===== config.mk =====
export PLATFORM = sky130hd
export DESIGN_NAME = cluster_frame_collector
export DESIGN_NICKNAME = d
export VERILOG_FILES = /design/src/rtl/cluster_frame_collector_pkg.sv /design/src/rtl/cluster_slot_fill.sv /design/src/rtl/cluster_frame_collector.sv
export SDC_FILE = /design/constraint.sdc
export NUM_CORES = 1
export LEC_CHECK = 0
export ABC_AREA = 1
export BUFFER_PORTS_ARGS = -buffer_cell sky130_fd_sc_hd__buf_4
export CORE_ASPECT_RATIO = 0.6
export CORE_MARGIN = 2
export CORE_UTILIZATION = 53
export DETAILED_ROUTE_END_ITERATION = 8
export PLACE_DENSITY_LB_ADDON = 0.25
export SYNTH_ARGS = -nofsm -noshare
export SYNTH_HDL_FRONTEND = slang
export SYNTH_SLANG_ARGS = --single-unit

===== constraint.sdc =====
create_clock -name clock -period 2.3 [get_ports clock]
set_input_delay 0.23 -clock clock [delete_from_list [all_inputs] [get_ports clock]]
set_output_delay 0.23 -clock clock [all_outputs]
set_load 0.02 [all_outputs]

===== src/rtl/cluster_frame_collector_pkg.sv =====
// Shared definitions for the cluster frame collector.
// Holds the default field widths and the cluster word layout {vpf, cnt, adr}.
// Also holds the field offsets, the idle word and the pass-tracking FSM state codes.
package cluster_frame_collector_pkg;

  localparam int CL_MXKEYBITS = 8;
  localparam int CL_MXCNTB    = 3;

  // Cluster word layout at the default widths: {vpf, cnt, adr}
  localparam int CL_W       = 1 + CL_MXCNTB + CL_MXKEYBITS;
  localparam int CL_ADR_LSB = 0;
  localparam int CL_CNT_LSB = CL_MXKEYBITS;
  localparam int CL_VPF_BIT = CL_MXKEYBITS + CL_MXCNTB;

  // Empty slot: not valid, zero size, all-ones address
  localparam logic [CL_W-1:0] CL_IDLE = {1'b0, {CL_MXCNTB{1'b0}}, {CL_MXKEYBITS{1'b1}}};

  // Pass-tracking FSM states
  localparam logic [0:0] ST_HUNT    = 1'b0;
  localparam logic [0:0] ST_COLLECT = 1'b1;

endpackage


===== src/rtl/cluster_slot_fill.sv =====
// Cluster slot accumulator for one frame.
// Appends valid candidates in arrival order and saturates at MXCLUSTERS, raising a sticky overflow bit.
// Ports:
//   clock, reset_n : clock, async active-low reset
//   restart        : treat the accumulator as empty before this cycle's write
//   wr, cand       : append cand this cycle
//   flush          : leave the accumulator empty after this cycle
//   slots_nxt, fill_nxt, ovf_nxt : accumulator contents including this cycle's write
module cluster_slot_fill #(
  parameter int MXCLUSTERS = 8,
  parameter int W          = 12,
  parameter int NCLB       = 4,
  parameter logic [W-1:0] IDLE = {W{1'b1}}
) (
  input  logic                    clock,
  input  logic                    reset_n,
  input  logic                    restart,
  input  logic                    wr,
  input  logic                    flush,
  input  logic [W-1:0]            cand,
  output logic [MXCLUSTERS*W-1:0] slots_nxt,
  output logic [NCLB-1:0]         fill_nxt,
  output logic                    ovf_nxt
);

  localparam logic [NCLB-1:0] FULL = NCLB'(MXCLUSTERS);

  logic [MXCLUSTERS*W-1:0] slots_r;
  logic [NCLB-1:0]         fill_r;
  logic                    ovf_r;
  logic [MXCLUSTERS*W-1:0] base_slots;
  logic [NCLB-1:0]         base_fill;
  logic                    base_ovf;

  // Next accumulator contents: optional restart, then saturating append
  always_comb begin
    base_slots = {MXCLUSTERS{IDLE}};
    base_fill  = {NCLB{1'b0}};
    base_ovf   = 1'b0;
    if (!restart) begin
      base_slots = slots_r;
      base_fill  = fill_r;
      base_ovf   = ovf_r;
    end else begin
      base_slots = {MXCLUSTERS{IDLE}};
    end
    slots_nxt = base_slots;
    fill_nxt  = base_fill;
    ovf_nxt   = base_ovf;
    if (wr) begin
      if (base_fill == FULL) begin
        // No room left: drop the candidate, remember the loss
        ovf_nxt = 1'b1;
      end else begin
        for (int k = 0; k < MXCLUSTERS; k++) begin
          if (base_fill == NCLB'(k)) begin
            slots_nxt[k*W +: W] = cand;
          end else begin
            slots_nxt[k*W +: W] = base_slots[k*W +: W];
          end
        end
        fill_nxt = base_fill + {{(NCLB-1){1'b0}}, 1'b1};
      end
    end else begin
      fill_nxt = base_fill;
    end
  end

  // Accumulator registers
  always_ff @(posedge clock or negedge reset_n) begin
    if (!reset_n) begin
      slots_r <= {MXCLUSTERS{IDLE}};
      fill_r  <= {NCLB{1'b0}};
      ovf_r   <= 1'b0;
    end else if (flush) begin
      slots_r <= {MXCLUSTERS{IDLE}};
      fill_r  <= {NCLB{1'b0}};
      ovf_r   <= 1'b0;
    end else begin
      slots_r <= slots_nxt;
      fill_r  <= fill_nxt;
      ovf_r   <= ovf_nxt;
    end
  end

endmodule


===== src/rtl/cluster_frame_collector.sv =====
// Groups NPASS consecutive encoder passes into one frame and packs the valid clusters into MXCLUSTERS slots.
// Ports:
//   clock, reset_n            : clock, async active-low reset
//   pass_i, vpf_i, adr_i, cnt_i : one encoder candidate per clock with its pass tag
//   clusters_o                : packed slots, slot k at [k*W +: W], word {vpf, cnt, adr}
//   ncl_o                     : number of valid slots in the presented frame
//   frame_valid_o             : one-clock strobe when a new frame is presented
//   overflow_o                : presented frame had more candidates than slots
//   sync_err_o                : one-clock strobe on a pass sequence violation
module cluster_frame_collector
  import cluster_frame_collector_pkg::*;
#(
  parameter int MXCLUSTERS = 8,
  parameter int MXKEYBITS  = CL_MXKEYBITS,
  parameter int MXCNTB     = CL_MXCNTB,
  parameter int NPASS      = 8,
  parameter int PASSB      = 3,
  parameter int NCLB       = 4
) (
  input  logic                                          clock,
  input  logic                                          reset_n,
  input  logic [PASSB-1:0]                              pass_i,
  input  logic                                          vpf_i,
  input  logic [MXKEYBITS-1:0]                          adr_i,
  input  logic [MXCNTB-1:0]                             cnt_i,
  output logic [MXCLUSTERS*(1+MXCNTB+MXKEYBITS)-1:0]    clusters_o,
  output logic [NCLB-1:0]                               ncl_o,
  output logic                                          frame_valid_o,
  output logic                                          overflow_o,
  output logic                                          sync_err_o
);

  localparam int W = 1 + MXCNTB + MXKEYBITS;
  localparam logic [W-1:0]     IDLE      = {1'b0, {MXCNTB{1'b0}}, {MXKEYBITS{1'b1}}};
  localparam logic [PASSB-1:0] PASS_ZERO = {PASSB{1'b0}};
  localparam logic [PASSB-1:0] PASS_ONE  = PASSB'(1);
  localparam logic [PASSB-1:0] PASS_LAST = PASSB'(NPASS - 1);

  logic [0:0]              state_r, state_nxt;
  logic [PASSB-1:0]        expected_r, expected_nxt;
  logic                    restart, wr, flush, frame_done, sync_err_nxt;
  logic [W-1:0]            cand;
  logic [MXCLUSTERS*W-1:0] slots_nxt;
  logic [NCLB-1:0]         fill_nxt;
  logic                    ovf_nxt;

  assign cand = {vpf_i, cnt_i, adr_i};

  cluster_slot_fill #(
    .MXCLUSTERS (MXCLUSTERS),
    .W          (W),
    .NCLB       (NCLB),
    .IDLE       (IDLE)
  ) u_slot_fill (
    .clock     (clock),
    .reset_n   (reset_n),
    .restart   (restart),
    .wr        (wr),
    .flush     (flush),
    .cand      (cand),
    .slots_nxt (slots_nxt),
    .fill_nxt  (fill_nxt),
    .ovf_nxt   (ovf_nxt)
  );

  // Pass tracking: decide accumulator action, frame completion and sync errors
  always_comb begin
    state_nxt    = state_r;
    expected_nxt = expected_r;
    restart      = 1'b0;
    wr           = 1'b0;
    flush        = 1'b0;
    frame_done   = 1'b0;
    sync_err_nxt = 1'b0;
    case (state_r)
      ST_HUNT: begin
        if (pass_i == PASS_ZERO) begin
          restart      = 1'b1;
          wr           = vpf_i;
          state_nxt    = ST_COLLECT;
          expected_nxt = PASS_ONE;
        end else begin
          state_nxt = ST_HUNT;
        end
      end
      ST_COLLECT: begin
        if (pass_i == expected_r) begin
          wr = vpf_i;
          if (pass_i == PASS_LAST) begin
            // Frame is published from the combinational view, so the accumulator can empty now
            frame_done   = 1'b1;
            flush        = 1'b1;
            state_nxt    = ST_HUNT;
            expected_nxt = PASS_ZERO;
          end else begin
            expected_nxt = expected_r + PASS_ONE;
          end
        end else begin
          sync_err_nxt = 1'b1;
          if (pass_i == PASS_ZERO) begin
            // Out-of-order pass 0 is itself a valid frame start
            restart      = 1'b1;
            wr           = vpf_i;
            expected_nxt = PASS_ONE;
          end else begin
            flush        = 1'b1;
            state_nxt    = ST_HUNT;
            expected_nxt = PASS_ZERO;
          end
        end
      end
      default: begin
        flush        = 1'b1;
        state_nxt    = ST_HUNT;
        expected_nxt = PASS_ZERO;
      end
    endcase
  end

  // FSM state and expected pass tag
  always_ff @(posedge clock or negedge reset_n) begin
    if (!reset_n) begin
      state_r    <= ST_HUNT;
      expected_r <= PASS_ZERO;
    end else begin
      state_r    <= state_nxt;
      expected_r <= expected_nxt;
    end
  end

  // Output registers: frame fields hold between completed frames, strobes last one clock
  always_ff @(posedge clock or negedge reset_n) begin
    if (!reset_n) begin
      clusters_o    <= {MXCLUSTERS{IDLE}};
      ncl_o         <= {NCLB{1'b0}};
      overflow_o    <= 1'b0;
      frame_valid_o <= 1'b0;
      sync_err_o    <= 1'b0;
    end else begin
      if (frame_done) begin
        clusters_o <= slots_nxt;
        ncl_o      <= fill_nxt;
        overflow_o <= ovf_nxt;
      end
      frame_valid_o <= frame_done;
      sync_err_o    <= sync_err_nxt;
    end
  end

endmodule


==> impl_metrics.ini, run 1 <==
[worst_setup_path]
cp_slowest_cell = dfrtp_1
worstPathRequired_ps = 2680
critPathCaptureType = register
cp_data_arrival_time_ps = 2500
cp_num_buf_inv = 2
startpoint_type = register
cp_max_fo = 18
crit_chain = xnor2_2 -> nand4_4 -> nand2_1 -> nand2_2 -> inv_4 -> nand3_2 -> inv_1 -> nand2_1 -> nand3_1 -> nand2_1
worst_path_largest_cell_delay_ps = 440
cp_common_cell = nand2_1
crit_type = register to register
critPathTopFamily = simple AND/OR/NAND/NOR gates

[grt]
grt_pass1_wl_um = 38800
overflow = 0
busiest_layer = met1
grt_use_met1_pct = 41.6
grt_max_degree = 69
grt_pass1_vias = 7321
grt_use_met2_pct = 38.0
antenna_found_initial = 0
grt_util_met3_pct = 4.47
grtUsageTotal_pct = 26.4

[detailed_routing]
detail_route.iter0.violations = 868
via_per_inst = 5.22
drc = 0
routed_wl_um = 23700
wl_per_cell_um = 16.1
vias = 7697
ant_nets = 0
drtPass1Iterations = 5

[sta]
hold_viol = 0
tightest_slew_ps = 647
setup_viol_count_final = 0
finClkSkew_ps = 14.2
max_freq_ghz = 0.470
final.setup.worst_slack_ps = 174
fin_crit_ps = 2130
post-route-period-util_pct = 92.4
relSlewSlack_pct = 56.9
whs_ps = 48.4
drv_slew = 0

[pwr]
finalPower_mw = 8.54
leakage_nw = 5.62
peakVddDrop_v = 0.000461
p_per_area_mw_per_mm2 = 767

[yosys]
synth-seq-area-share_pct = 58.1
synth_edf_count = 0
synth_seq_cells = 208
ys_top_cells_by_area = dfstp_2 36%, dfrtp_1 22%, nand2_1 20%
synth_top_area_share_pct = 36.4
postSynthAreaPerCell_um2 = 8.28
async_reset_ff_share_pct = 100
synth_nets = 1134
ys.flop_type = dfstp_2
yosysTopAreaCell = dfstp_2
synth.distinct_cells = 33
synthTopCellsByCount = 489 x nand2_1, 128 x dfstp_2, 124 x nand3_1, 98 x nor2_1, 80 x dfrtp_1
syn_inst = 1115
synth_most_common_cell = nand2_1
yosys_warnings = 0
syn_area_mm2 = 0.00923

[die]
dieArea_mm2 = 0.0185
core_mm2 = 0.0171
rows = 37
start_util_pct = 54.0
num_io_pins = 120
die_w_um = 174
die_height_um = 106

[placement]
numPortBuffers = 119
dp_hpwl_um = 15100
place_congestion = 0.881
dp_slack_ps = -27.7
place_area_mm2 = 0.0104

[outcome]
outcome = finished clean

[cts]
clock_path_buffers = 3
clk_latency_ps = 500
htreeDepth = 1
cts_made_buffers = 20
root_buffer = clkbuf_16
cts_tree = built
clk_pin_slew_worst_paths_ps = 60
clock_sink_count = 208

[flow_run]
maxCapViolCount = 0

[hold_path]
hp-class = input port to register

[finish]
antenna_cells = 0
area_growth_pct = 20.6
finish.instance_area_mm2 = 0.0111
layout-drive-gt1-share_pct = 27.4
nets = 1245
==> tightest hold or removal path, delay by kind of cell <==
family	cells	cell delay, ps
AND/OR/NAND/NOR	2	180
buffers and inverters	1	120
==> power by group <==
part	total [mW]	internal (mW)	switching [mW]
clock	3.23	1.85	1.38
sequential	4.16	4.03	0.131
combinational	1.15	0.430	0.722
==> layer usage <==
metal	wire length [µm]	vias up	part of all wire, %
li1	-	3719	-
met1	11400	3655	48
met2	10000	289	42
met3	1840	34	7.8
met4	434	0	1.8
met5	0	-	0
==> final cells by class <==
type / instances / area (µm²)
fill: 1438 / 5950
sequential: 208 / 5370
multi-input combinational: 801 / 3440
timing repair buffer: 154 / 1230
clock buffer: 34 / 626
tap: 234 / 293
inverter: 41 / 158
clock inverter: 2 / 10.0
==> registers in the layout (all words and copies together) (netlist names), 3 cells and up <==
signal and count:
expected_r 3, ncl_o 4, u_slot_fill.slots_r 96, clusters_o 96, u_slot_fill.fill_r 4
==> worst paths after layout <==
check	from	end	slack, ps	cells after the start
min in group asynchronous	reset_n	expected_r[2]$_DFFE_PN0P_	320	2
hold / removal	adr_i[0]	u_slot_fill.slots_r[60]$_DFF_PN1_	50	3
hold reg to reg	clusters_o[86]$_DFFE_PN1P_	clusters_o[86]$_DFFE_PN1P_	470	2
setup reg to reg	expected_r[0]$_DFFE_PN0P_	clusters_o[9]$_DFFE_PN0P_	170	10
setup / recovery	expected_r[0]$_DFFE_PN0P_	clusters_o[9]$_DFFE_PN0P_	170	10
max in group asynchronous	reset_n	clusters_o[54]$_DFFE_PN1P_	1230	3
==> stage by stage <==
| step | util [%] | instances | TNS (ps) |
|---|---|---|---|
| global placement | 61.0 | 1434 | 0 |
| CTS | 64.8 | 1471 | 0 |
| floorplan | - | 1115 | 0 |
| finish | 65.2 | 1474 | 0 |
| detailed placement | 61.0 | 1434 | -27.7 |
| global route | 65.2 | 1474 | -1.88 |
==> kinds of logic after synthesis <==
kind of cell             synth area share, %
AND/OR/NAND/NOR                         32.3
flip-flops                              58.1
buffers and inverters                   5.20
AO/OA/AOI/OAI                           3.85
XOR/XNOR                               0.285
adder cells (fa/ha/maj)                0.271
==> timing repair <==
action / CTS / global route
pin swaps: 0 / 4
buffers inserted: 0 / 3
endpoints found under the setup margin: 3 / 93
hold buffers: 1 / 0
hold endpoints to repair: 23 / 0
gates resized for setup: 1 / 10
==> cell usage in the layout, fill, tap and decap left out, types with 12 or more instances in the layout <==
master and instances:
nor2_1 97, dfrtp_1 80, inv_1 36, nand2_1 485, nand3_1 124, buf_4 146
dfstp_2 128, clkbuf_16 22, o21ai_0 12, a21oi_1 18, o21ai_1 25
Power figures use the tool's default switching activity.
==> run 2, diff against run 1 <==
--- a/config.mk
+++ b/config.mk
@@ -5,12 +5,12 @@
 export SDC_FILE = /design/constraint.sdc
 export NUM_CORES = 1
 export LEC_CHECK = 0
-export ABC_AREA = 1
 export BUFFER_PORTS_ARGS = -buffer_cell sky130_fd_sc_hd__buf_4
 export CORE_ASPECT_RATIO = 0.6
 export CORE_MARGIN = 2
 export CORE_UTILIZATION = 53
 export DETAILED_ROUTE_END_ITERATION = 8
+export GPL_ROUTABILITY_DRIVEN = 0
 export PLACE_DENSITY_LB_ADDON = 0.25
 export SYNTH_ARGS = -nofsm -noshare
 export SYNTH_HDL_FRONTEND = slang
==> impl_metrics.ini, run 2 <==
[sta]
setup_viol_count_final = 2
post-route-period-util_pct = 100
final.setup.worst_slack_ps = -6.08
max_freq_ghz = 0.434
tightest_slew_ps = 684
finClkSkew_ps = 11.6
rsz0062_at_grt = true
drv_slew = 0
hold_viol = 0
relSlewSlack_pct = 54.4
fin_crit_ps = 2310

[cts]
clock_path_buffers = 3
htreeDepth = 1
clock_sink_count = 208
clk_latency_ps = 490
cts_made_buffers = 19
cts_tree = built
clk_pin_slew_worst_paths_ps = 60
root_buffer = clkbuf_16

[yosys]
yosys_warnings = 0
synthAdderAreaFrac_pct = 0.287
ys.flop_type = dfstp_2
syn_area_mm2 = 0.00873
ys_top_cells_by_area = dfstp_2 39%, dfrtp_1 23%, nand2_1 7.4%
postSynthAreaPerCell_um2 = 10.5
synth_top_area_share_pct = 38.5
synth.distinct_cells = 50
synthTopCellsByCount = 172 x nand2_1, 128 x dfstp_2, 80 x dfrtp_1, 67 x nor2_1, 44 x o21ai_1
synth-seq-area-share_pct = 61.5
yosysTopAreaCell = dfstp_2
synth_seq_cells = 208
synth_edf_count = 0
synth_mux_area_share_pct = 1.73
synth_top_family_by_area = compound AO/OA/AOI/OAI gates
async_reset_ff_share_pct = 100
synth_most_common_cell = nand2_1
synth_compound_area_share_pct = 17.0
synth_xor_area_share_pct = 1.15
syn_inst = 829
synth_simple_gate_area_share_pct = 14.8
synth_nets = 848

[finish]
area_growth_pct = 23.0
nets = 968
nFillCells = 1250
stdcell_count = 1171
seq_area_mm2 = 0.00537
antenna_cells = 0
layout_common_cells = 170 x nand2_1, 164 x buf_4, 128 x dfstp_2
layout-drive-gt1-share_pct = 39.9
final_common_cell = nand2_1
reg_top3 = clusters_o: 96 flops, u_slot_fill.slots_r: 96 flops
multiInputGateArea_mm2 = 0.00321

[grt]
grt_max_degree = 149
grt_pass1_vias = 6472
grtUsageTotal_pct = 25.8
antenna_found_initial = 0
overflow = 0
grt_pass1_wl_um = 35000

[detailed_routing]
routed_wl_um = 22100
ant_nets = 0
routed.top_layer = met4
via_per_inst = 5.73
drtPass1Iterations = 4
detail_route.iter0.violations = 521
vias = 6709
drc = 0
dr_wl_met3_um = 1500
wl_met2_um = 9440
wl_per_cell_um = 18.8
met1_length_um = 10700

[die]
dieArea_mm2 = 0.0175
num_io_pins = 120
die_height_um = 103
rows = 36
core_mm2 = 0.0162
die_w_um = 170
start_util_pct = 54.0

[pwr]
finalPower_mw = 8.16
seq_power_share_pct = 50.7
peakVddDrop_v = 0.000533
swShare_pct = 25.7
p_comb_share_pct = 13.5
p_sw_mw = 2.10
p_per_area_mw_per_mm2 = 760
internal_power_mw = 6.06
pwr-share-clk_pct = 35.9
leakage_nw = 4.62

[placement]
dp_cells = 1134
numPortBuffers = 119
dp_hpwl_um = 14400

[worst_setup_path]
worstSetupEndpoint = clusters_o[33]$_DFFE_PN0P_
cp-startpoint = expected_r[1]$_DFFE_PN0P_
r2r-end = clusters_o[33]$_DFFE_PN0P_
r2r_setup_slack_ps = -6
reg2regPathDepth = 10
worstPathRequired_ps = 2650
startpoint_type = register
cp_data_arrival_time_ps = 2660
cp_max_fo = 4
critPathCaptureType = register
rr_startpoint = expected_r[1]$_DFFE_PN0P_
crit_type = register to register

[hold_path]
hp-class = input port to register

[flow_run]
maxCapViolCount = 0

[outcome]
outcome = complete, but fails checks
violations = negative setup slack
run 2: changes by cell type after synthesis, sizes merged, moves of 23 or more:
cell,delta
inv,-39
nor2,-37
o22ai,+32
nand3,-123
o21ai,+48
o221a,+24
nand2,-321
clkbuf,+23
run 2: power groups by stage:
stage / clock network, mW / registers (mW) / logic [mW]
floorplan: 0 / 4.37 / 0.370
global placement: 0 / 4.19 / 1.07
detailed placement: 0 / 4.19 / 1.09
CTS: 2.98 / 4.13 / 1.10
global route: 3.14 / 4.16 / 1.19
finish: 2.93 / 4.13 / 1.10
run 2: worst min path at each step:
stage / slack (ps) / cells past startpoint / endpoint / start
floorplan: -70 / 0 / clusters_o[10]$_DFFE_PN0P_ / reset_n
global placement: 290 / 1 / clusters_o[35]$_DFFE_PN0P_ / reset_n
detailed placement: 280 / 1 / clusters_o[57]$_DFFE_PN0P_ / reset_n
CTS: 60 / 3 / u_slot_fill.slots_r[85]$_DFF_PN1_ / adr_i[1]
global route: 70 / 3 / u_slot_fill.slots_r[84]$_DFF_PN1_ / adr_i[0]
finish: 80 / 3 / u_slot_fill.slots_r[85]$_DFF_PN1_ / adr_i[1]
run 2: routing by layer:
layer | up-vias | GRT usage, %
li1 | 3125 | -
met1 | 3322 | 39.6
met2 | 225 | 38.4
met3 | 37 | 4.22
met4 | 0 | 7.03
met5 | - | 0
run 2: through the flow:
stage	hold WS, ps	util, %	setup TNS, ps	area [µm²]	setup slack (ps)
2_1_floorplan	-65.6	-	-6120	8840	-186
3_3_place_gp	287	62.4	0	10100	4.56
3_5_place_dp	279	62.4	-981	10100	-142
4_1_cts	64.5	66.1	0	10700	0.995
5_1_grt	74.6	66.4	-1350	10700	-105
6_report	77.6	66.4	-6.39	10700	-6.08
run 2: cell families after synthesis:
family,Yosys count
fa+ha+maj,2
flops,208
compound gates,222
buf+inv,73
mux,15
simple gates,301
xor+xnor,8
run 2: area by class of cell:
class	instances	share of cell area (%)
Sequential cell	208	50.0
Multi-Input combinational cell	548	29.9
Timing Repair Buffer	170	12.4
Clock buffer	32	5.07
Tap cell	209	2.43
Clock inverter	2	0.128
Inverter	2	0.0699
run 2: critical path, stage by stage, from the launching register on:
cell and delay [ps]:
dfrtp_2 440, xor2_4 170, o41ai_4 370, buf_4 190, nand2_4 50, ha_4 190
nand2_4 80, nor3_4 50, mux2_4 310, a22oi_2 210, o21ai_1 90
run 2: timing repair:
item	CTS	global route
endpoints found under the setup margin	28	79
gates resized for setup	3	12
pin swaps	1	5
hold buffers	1	0
cloned	0	0
setup buffers	2	0
hold endpoints to repair	42	0
==> run 3, diff against run 2 <==
--- a/config.mk
+++ b/config.mk
@@ -12,6 +12,7 @@
 export DETAILED_ROUTE_END_ITERATION = 8
 export GPL_ROUTABILITY_DRIVEN = 0
 export PLACE_DENSITY_LB_ADDON = 0.25
+export RECOVER_POWER = 100
 export SYNTH_ARGS = -nofsm -noshare
 export SYNTH_HDL_FRONTEND = slang
 export SYNTH_SLANG_ARGS = --single-unit
==> impl_metrics.ini, run 3 (synthesis gave the netlist of run 2 again) <==
[pwr]
p_sw_mw = 2.11
leakage_nw = 4.61
internal_power_mw = 6.05
swShare_pct = 25.8
p_per_area_mw_per_mm2 = 763
p_comb_share_pct = 13.4
seq_power_share_pct = 50.7
pwr-share-clk_pct = 36.0
peakVddDrop_v = 0.000534

[worst_setup_path]
worstPathRequired_ps = 2650
cp_max_fo = 4
startpoint_type = register
critPathCaptureType = register
crit_type = register to register
cp_data_arrival_time_ps = 2660

[detailed_routing]
vias = 6723
via_per_inst = 5.74
wl_per_cell_um = 18.9
drc = 0
drtPass1Iterations = 5
detail_route.iter0.violations = 484
routed_wl_um = 22200
ant_nets = 0

[grt]
overflow = 0
grtUsageTotal_pct = 25.8
grt_pass1_vias = 6472
antenna_found_initial = 0
grt_pass1_wl_um = 35000
grt_max_degree = 149

[cts]
clk_latency_ps = 490
root_buffer = clkbuf_16
cts_made_buffers = 19
clock_sink_count = 208
cts_tree = built
clk_pin_slew_worst_paths_ps = 60
clock_path_buffers = 3
htreeDepth = 1

[finish]
finish.instance_area_mm2 = 0.0107
stdcell_count = 1171
area_growth_pct = 22.6
reg_top3 = clusters_o: 96 flops, u_slot_fill.slots_r: 96 flops
layout-drive-gt1-share_pct = 39.8
final_common_cell = nand2_1
layout_common_cells = 170 x nand2_1, 156 x buf_4, 128 x dfstp_2
antenna_cells = 0
nets = 968

[sta]
final.setup.worst_slack_ps = -9.28
hold_viol = 0
max_freq_ghz = 0.433
relSlewSlack_pct = -19.1
setup_viol_count_final = 2
finClkSkew_ps = 10.1
setup_tns_ps = -9.37
post-route-period-util_pct = 100
drv_slew = 74
tightest_slew_ps = 1790
rsz0062_at_grt = true
whs_ps = 79.3
fin_crit_ps = 2310

[die]
die_w_um = 170
rows = 36
die_height_um = 103
core_mm2 = 0.0162
dieArea_mm2 = 0.0175
start_util_pct = 54.0
num_io_pins = 120

[placement]
dp_hpwl_um = 14400
place_area_mm2 = 0.0101
dp_cells = 1134
numPortBuffers = 119
dp_slack_ps = -142

[flow_run]
maxCapViolCount = 1

[outcome]
violations = max-capacitance violations, max-slew violations, negative setup slack
outcome = complete, but fails checks

[hold_path]
hp-class = input port to register
run 3: cell types whose count changed in the layout (fill, tap and decap cells not counted), sizes merged:
cell    previous run  this run
buf              168       160
clkbuf            33        41
run 3: power by group through the flow:
stage	Sequential [mW]	Clock [mW]	Combinational, mW
after floorplan	4.37	0	0.370
after global placement	4.19	0	1.07
after detailed placement	4.19	0	1.09
after CTS	4.13	2.98	1.10
after global routing	4.16	3.14	1.18
final	4.14	2.94	1.09
run 3: worst paths after layout:
| path | cells past startpoint | slack, ps | to | startpoint |
|---|---|---|---|---|
| min in group asynchronous | 2 | 760 | clusters_o[35]$_DFFE_PN0P_ | reset_n |
| worst min-delay path | 3 | 80 | u_slot_fill.slots_r[85]$_DFF_PN1_ | adr_i[1] |
| worst min register to register | 2 | 460 | clusters_o[4]$_DFFE_PN1P_ | clusters_o[4]$_DFFE_PN1P_ |
| worst max register to register | 10 | -9 | clusters_o[33]$_DFFE_PN0P_ | expected_r[1]$_DFFE_PN0P_ |
| max in group asynchronous | 3 | 250 | clusters_o[55]$_DFFE_PN1P_ | reset_n |
| worst max-delay path | 10 | -9 | clusters_o[33]$_DFFE_PN0P_ | expected_r[1]$_DFFE_PN0P_ |
run 3: metrics by stage:
stage | power, mW | utilization, %
3_3_place_gp | 5.26 | 62.4
5_1_grt | 8.47 | 66.2
4_1_cts | 8.21 | 66.1
2_1_floorplan | 4.74 | -
6_report | 8.16 | 66.2
3_5_place_dp | 5.28 | 62.4
run 3: per-layer routing:
metal	GRT usage, %	vias up	part of all wire, %
met1	39.6	3355	49
li1	-	3122	-
met3	4.22	41	5.8
met5	0	-	0
met2	38.4	205	43
met4	7.03	0	2.2
run 3: layout make-up:
| type | count | area (µm²) |
|---|---|---|
| Clock buffer | 32 | 544 |
| Clock inverter | 2 | 13.8 |
| Fill cell | 1253 | 5470 |
| Inverter | 2 | 7.51 |
| Multi-Input combinational cell | 548 | 3210 |
| Sequential cell | 208 | 5370 |
| Tap cell | 209 | 262 |
| Timing Repair Buffer | 170 | 1300 |
run 3: worst max-delay path, stage by stage (launching register included):
cell	delay, ps
dfrtp_2	440
xor2_4	170
o41ai_4	370
buf_4	190
nand2_4	50
ha_4	190
nand2_4	80
nor3_4	50
mux2_4	310
a22oi_2	210
o21ai_1	90
run 3: timing repair:
action | CTS | global route
setup buffers | 2 | 0
setup endpoints to repair | 28 | 79
resized for setup | 3 | 12
pin swaps | 1 | 5
hold buffers | 1 | 0
endpoints found under the hold margin | 42 | 0
